### src/rtl/svfloat_unpacker.sv
// svfloat package: packed IEEE-754 single-precision container shared by the
// unpacker and anything that feeds it. Field names are what the unpacker
// reads, so other float types only need sign/exponent/mantissa members.
package svfloat;
  typedef struct packed {
    logic        sign;
    logic [7:0]  exponent;
    logic [22:0] mantissa;
  } float32;
endpackage

// Purpose: unpack a packed float into sign / unbiased exponent / explicit
//          mantissa with special-value flags; denormals are normalised.
// Latency: 1 cycle from acceptance; denormals add one cycle per leading zero.
// Backpressure: result held while out_valid && !out_ready; input stalled then.
//
// Ports:
//   clk, rst              clock and synchronous active-high reset
//   in_valid/in_ready     input handshake, in_data is the packed float
//   out_valid/out_ready   output handshake
//   is_inf/is_nan/is_zero special-value classification
//   d_sign, d_exp, d_man  value = (-1)^d_sign * d_man * 2^(d_exp - man_width)
module svfloat_unpacker #(
  parameter type float  = svfloat::float32,
  parameter int  ewidth = 10
) (
  input  logic                                 clk,
  input  logic                                 rst,
  input  logic                                 in_valid,
  output logic                                 in_ready,
  input  float                                 in_data,
  output logic                                 out_valid,
  input  logic                                 out_ready,
  output logic                                 is_inf,
  output logic                                 is_nan,
  output logic                                 is_zero,
  output logic                                 d_sign,
  output logic signed [ewidth-1:0]             d_exp,
  output logic        [$bits(in_data.mantissa):0] d_man
);

  localparam int man_width = $bits(in_data.mantissa);
  localparam int exp_width = $bits(in_data.exponent);
  localparam int exp_bias  = 2 ** (exp_width - 1) - 1;
  localparam int width     = man_width + 1;

  // ewidth is at least exp_width+2, so the zero-extended biased exponent is
  // always a non-negative signed value and E - bias cannot overflow.
  localparam logic signed [ewidth-1:0] bias_s    = ewidth'(exp_bias);
  localparam logic signed [ewidth-1:0] denorm_e  = ewidth'(1 - exp_bias);

  typedef enum logic [1:0] {
    IDLE = 2'd0,
    NORM = 2'd1,
    DONE = 2'd2
  } state_t;

  state_t                    state;
  state_t                    state_nxt;
  logic                      accept;
  logic                      inf_nxt;
  logic                      nan_nxt;
  logic                      zero_nxt;
  logic                      sign_nxt;
  logic signed [ewidth-1:0]  exp_nxt;
  logic        [width-1:0]   man_nxt;
  logic [exp_width-1:0]      in_e;
  logic [man_width-1:0]      in_m;

  assign in_e      = in_data.exponent;
  assign in_m      = in_data.mantissa;
  assign out_valid = (state == DONE);

  always_comb begin
    state_nxt = state;
    inf_nxt   = is_inf;
    nan_nxt   = is_nan;
    zero_nxt  = is_zero;
    sign_nxt  = d_sign;
    exp_nxt   = d_exp;
    man_nxt   = d_man;

    // A new input can be taken from IDLE, or from DONE when the current
    // result leaves on this same edge; reset masks it off.
    in_ready = !rst && ((state == IDLE) || ((state == DONE) && out_ready));
    accept   = in_valid && in_ready;

    case (state)
      NORM: begin
        man_nxt = {d_man[width-2:0], 1'b0};
        exp_nxt = d_exp - ewidth'(1);
        // Leave on the shift that brings the leading one into the hidden bit.
        if (d_man[width-2]) begin
          state_nxt = DONE;
        end
      end
      DONE: begin
        if (out_ready && !in_valid) begin
          state_nxt = IDLE;
        end
      end
      default: begin
      end
    endcase

    if (accept) begin
      inf_nxt   = 1'b0;
      nan_nxt   = 1'b0;
      zero_nxt  = 1'b0;
      sign_nxt  = in_data.sign;
      state_nxt = DONE;
      if (in_e == '0) begin
        if (in_m == '0) begin
          zero_nxt = 1'b1;
          exp_nxt  = '0;
          man_nxt  = '0;
        end else begin
          exp_nxt   = denorm_e;
          man_nxt   = {1'b0, in_m};
          state_nxt = NORM;
        end
      end else if (in_e == '1) begin
        exp_nxt = '0;
        if (in_m == '0) begin
          inf_nxt = 1'b1;
          man_nxt = '0;
        end else begin
          // Payload kept verbatim so quiet/signalling bit survives.
          nan_nxt = 1'b1;
          man_nxt = {1'b0, in_m};
        end
      end else begin
        exp_nxt = $signed(ewidth'(in_e)) - bias_s;
        man_nxt = {1'b1, in_m};
      end
    end
  end

  always_ff @(posedge clk) begin
    if (rst) begin
      state   <= IDLE;
      is_inf  <= 1'b0;
      is_nan  <= 1'b0;
      is_zero <= 1'b0;
      d_sign  <= 1'b0;
      d_exp   <= '0;
      d_man   <= '0;
    end else begin
      state   <= state_nxt;
      is_inf  <= inf_nxt;
      is_nan  <= nan_nxt;
      is_zero <= zero_nxt;
      d_sign  <= sign_nxt;
      d_exp   <= exp_nxt;
      d_man   <= man_nxt;
    end
  end

endmodule
### config.mk
export PLATFORM = sky130hd
export DESIGN_NAME = svfloat_unpacker
export DESIGN_NICKNAME = d
export VERILOG_FILES = /design/src/rtl/svfloat_unpacker.sv
export SDC_FILE = /design/constraint.sdc
export NUM_CORES = 1
export LEC_CHECK = 0
export ABC_AREA = 1
export CAP_MARGIN = 5
export CORE_MARGIN = 1
export CORE_UTILIZATION = 35
export DETAILED_ROUTE_END_ITERATION = 10
export GPL_ROUTABILITY_DRIVEN = 0
export PLACE_DENSITY_LB_ADDON = 0.25
export SYNTH_ARGS = -nofsm -noshare
export SYNTH_HDL_FRONTEND = slang
export SYNTH_SLANG_ARGS = --single-unit
### constraint.sdc
create_clock -name clk -period 1.3 [get_ports clk]
set_clock_uncertainty 0.1 [all_clocks]
set_input_delay 0.26 -clock clk [delete_from_list [all_inputs] [get_ports clk]]
set_output_delay 0.26 -clock clk [all_outputs]
set_load 0.01 [all_outputs]
==> impl_metrics.py <==
metrics = {
    "global_routing": {
        "grt_pass1_wl_mm": 13.2,
        "overflow": 0,
        "grtUsageTotal_pct": 26.4,
        "antenna_found_initial": 0,
        "grt_pass1_vias": 2858,
        "grt_start_max_net_pins": 21,
    },
    "yosys": {
        "seq_area_frac_synth_pct": 36.0,
        "synth_cells": 344,
        "yosys_warnings": 0,
        "ys_seq_elements": 40,
        "synth_edf_count": 0,
        "synth_ff_type": "dfxtp_1",
        "avgSynthCellArea_um2": 6.47,
        "async_reset_ff_share_pct": 0,
        "yosysTopAreaCellShare_pct": 36.0,
        "synth_top_area_cell": "dfxtp_1",
        "synthTopCellsByArea": "dfxtp_1 (36%), nor2_1 (13%), nand2_1 (12%), o21ai_0 (7.4%), nor3_1 (4.5%)",
        "ys_types": 35,
        "synthesis.area_mm2": 0.00223,
        "synth.net_count": 383,
    },
    "critical_path": {
        "cpMaxStageDelayCell": "dfxtp_4",
        "path_class": "reg2reg",
        "slowest_delay_ps": 370,
        "worstSetupEndpointType": "flop",
        "cp_max_fo": 6,
        "crit_top_cell": "o211ai_1",
        "rrSetupSlack_ps": -330,
        "crit_chain": "nand2_4 > nand4_4 > buf_12 > o211ai_1 > o211ai_1 > a21oi_1",
        "worstPathArrival_ps": 1750,
        "startpoint": "state[1]",
        "critPathCapture": "state[1]",
        "r2r_cells": 6,
        "r2r_start": "state[1]",
        "regToRegEndpoint": "state[1]",
        "cp_num_cells": 6,
        "required_ps": 1420,
        "path_buf_inv": 1,
        "start_kind": "flop",
        "cp_top_family": "compound AO/OA/AOI/OAI gates",
    },
    "detailed_routing": {
        "routedWlPerCell_um": 16.0,
        "routed_via_density": 5.26,
        "drt-total-wl_mm": 9.13,
        "drc": 0,
        "ant_nets": 0,
        "firstDrtPassIters": 5,
        "drt-initial-drc-count": 263,
        "vias": 2992,
    },
    "final_layout": {
        "stdcell_count": 569,
        "fin_area_mm2": 0.00418,
        "syn2layout_area_growth_pct": 87.7,
        "drive_gt1_share_pct": 43.9,
        "nets": 532,
        "antenna_cells": 0,
    },
    "floorplanning": {
        "die_area_mm2": 0.00669,
        "fp.dieW_um": 81.8,
        "pin_count": 76,
        "start_util_pct": 37.0,
        "core_mm2": 0.00603,
        "row_count": 28,
        "die_h_um": 81.8,
    },
    "timing": {
        "maxSlewViolCount": 0,
        "maxSlewHeadroom_pct": 77.3,
        "fin_ws_ps": -329,
        "period_share_pct": 125,
        "rsz0062_at_grt": "yes",
        "worst_pin_slew_ps": 339,
        "fmax_ghz": 0.614,
        "period_needed_ps": 1630,
        "hold_viol": 0,
        "fin_hold_ws_ps": 276,
        "setup_viol": 42,
    },
    "power": {
        "power.density_mw_per_mm2": 836,
        "ir_worst_vdd_mv": 0.641,
        "leakage_nw": 1.86,
    },
    "clock_tree": {
        "cts_buffers": 5,
        "clock_latency_ps": 310,
        "postCtsHoldBufs": 0,
        "clk_pin_slew_ps": 80,
        "cts_tree": "done",
        "htreeDepth": 2,
        "clockBufferDepth": 2,
        "clkSinkCount": 40,
        "clockRootBuffer": "clkbuf_8",
    },
    "placement": {
        "dp.cells": 532,
        "port_buffers": 75,
        "dp.final_hpwl_mm": 5.15,
        "postPlaceCellArea_mm2": 0.00339,
        "dp_slack_ps": -645,
    },
    "outcome": {
        "violations": "negative setup slack",
        "outcome": "finished, violations left",
    },
    "run": {
        "max-cap-violations": 0,
    },
    "hold_path": {
        "hold_path_class": "in2reg",
    },
}
worst register-to-register path, cell delays in order (launching register included):
cell and delay (ps):
dfxtp_4 370, nand2_4 80, nand4_4 200, buf_12 220, o211ai_1 160, o211ai_1 180, a21oi_1 220
synth_stat cells, types with 2 or more instances:
library cell   n
a21oi_1       12
a21oi_2        2
a31oi_1        3
buf_2          4
buf_4          3
buf_6          2
clkbuf_1       5
dfxtp_1       40
ha_1           3
inv_1         22
inv_2          3
nand2_1       70
nand2_2        3
nand3_1       19
nand4_1        3
nor2_1        75
nor2_2         3
nor3_1        20
o211ai_1       2
o21ai_0       33
or2_2          3
sequential cells by signal, summed over array words and instances, names as in the netlist:
name and flops:
d_exp 10, d_man 24, d_sign 1, is_inf 1, is_nan 1, is_zero 1
state 2
through the flow:
| step | util, % | setup TNS, ps | total power [mW] |
|---|---|---|---|
| finish | 69.4 | -8070 | 3.49 |
| CTS | 67.4 | -5930 | 3.38 |
| floorplan | - | 0 | 1.83 |
| detailed placement | 56.3 | -23890 | 2.33 |
| global route | 69.4 | -9680 | 3.64 |
| global placement | 56.3 | -22650 | 2.31 |
power breakdown:
group | internal, mW | total, mW | leakage, nW | switching (mW)
clock network | 0.432 | 0.922 | 0.0445 | 0.490
registers | 1.31 | 1.38 | 0.334 | 0.0743
logic | 0.582 | 1.19 | 1.48 | 0.609
per-layer routing:
metal	up-vias	part of all wire (%)	track usage [%]
met5	-	0	0
met4	0	3.1	10.5
met3	31	6.2	5.78
met2	134	49	45.5
met1	1407	42	31.7
li1	1420	-	-
worst min-delay path by stage:
stage | depth (start not counted) | end | from
detailed placement | 2 | is_nan | is_nan
global placement | 2 | is_nan | is_nan
global route | 3 | d_man[1] | in_data[1]
finish | 3 | d_man[1] | in_data[1]
floorplan | 1 | d_exp[1] | rst
CTS | 3 | d_man[1] | in_data[1]
layout by cell type (no fill, tap or decap), types with 10 or more instances in the layout:
cell / n
buf_4: 58
nand2_1: 51
nor2_1: 50
dlygate4sd2_1: 36
dfxtp_1: 29
o21ai_0: 27
nor2_4: 20
nand2_2: 18
clkbuf_2: 18
nor3_1: 17
inv_1: 16
clkdlybuf4s15_1: 16
buf_6: 11
nand3_1: 10
cell families after synthesis:
logic type / synth area share, %
compound gates: 14.0
xor+xnor: 0.787
buf+inv: 8.20
fa+ha+maj: 1.69
flops: 36.0
simple gates: 39.4
cell type report:
class	instances	area, um2
Clock buffer	7	86.3
Sequential cell	40	827
Timing Repair Buffer	156	1420
Tap cell	75	93.8
Clock inverter	1	7.51
Inverter	25	104
Fill cell	466	1850
Multi-Input combinational cell	265	1640
repair_timing:
item                       CTS  global route
gates cloned                 6             0
setup endpoints to repair   80            73
pin swaps                   47            13
resized for setup          220            76
buffers inserted            12            14
(Power assumes the default switching activity.)
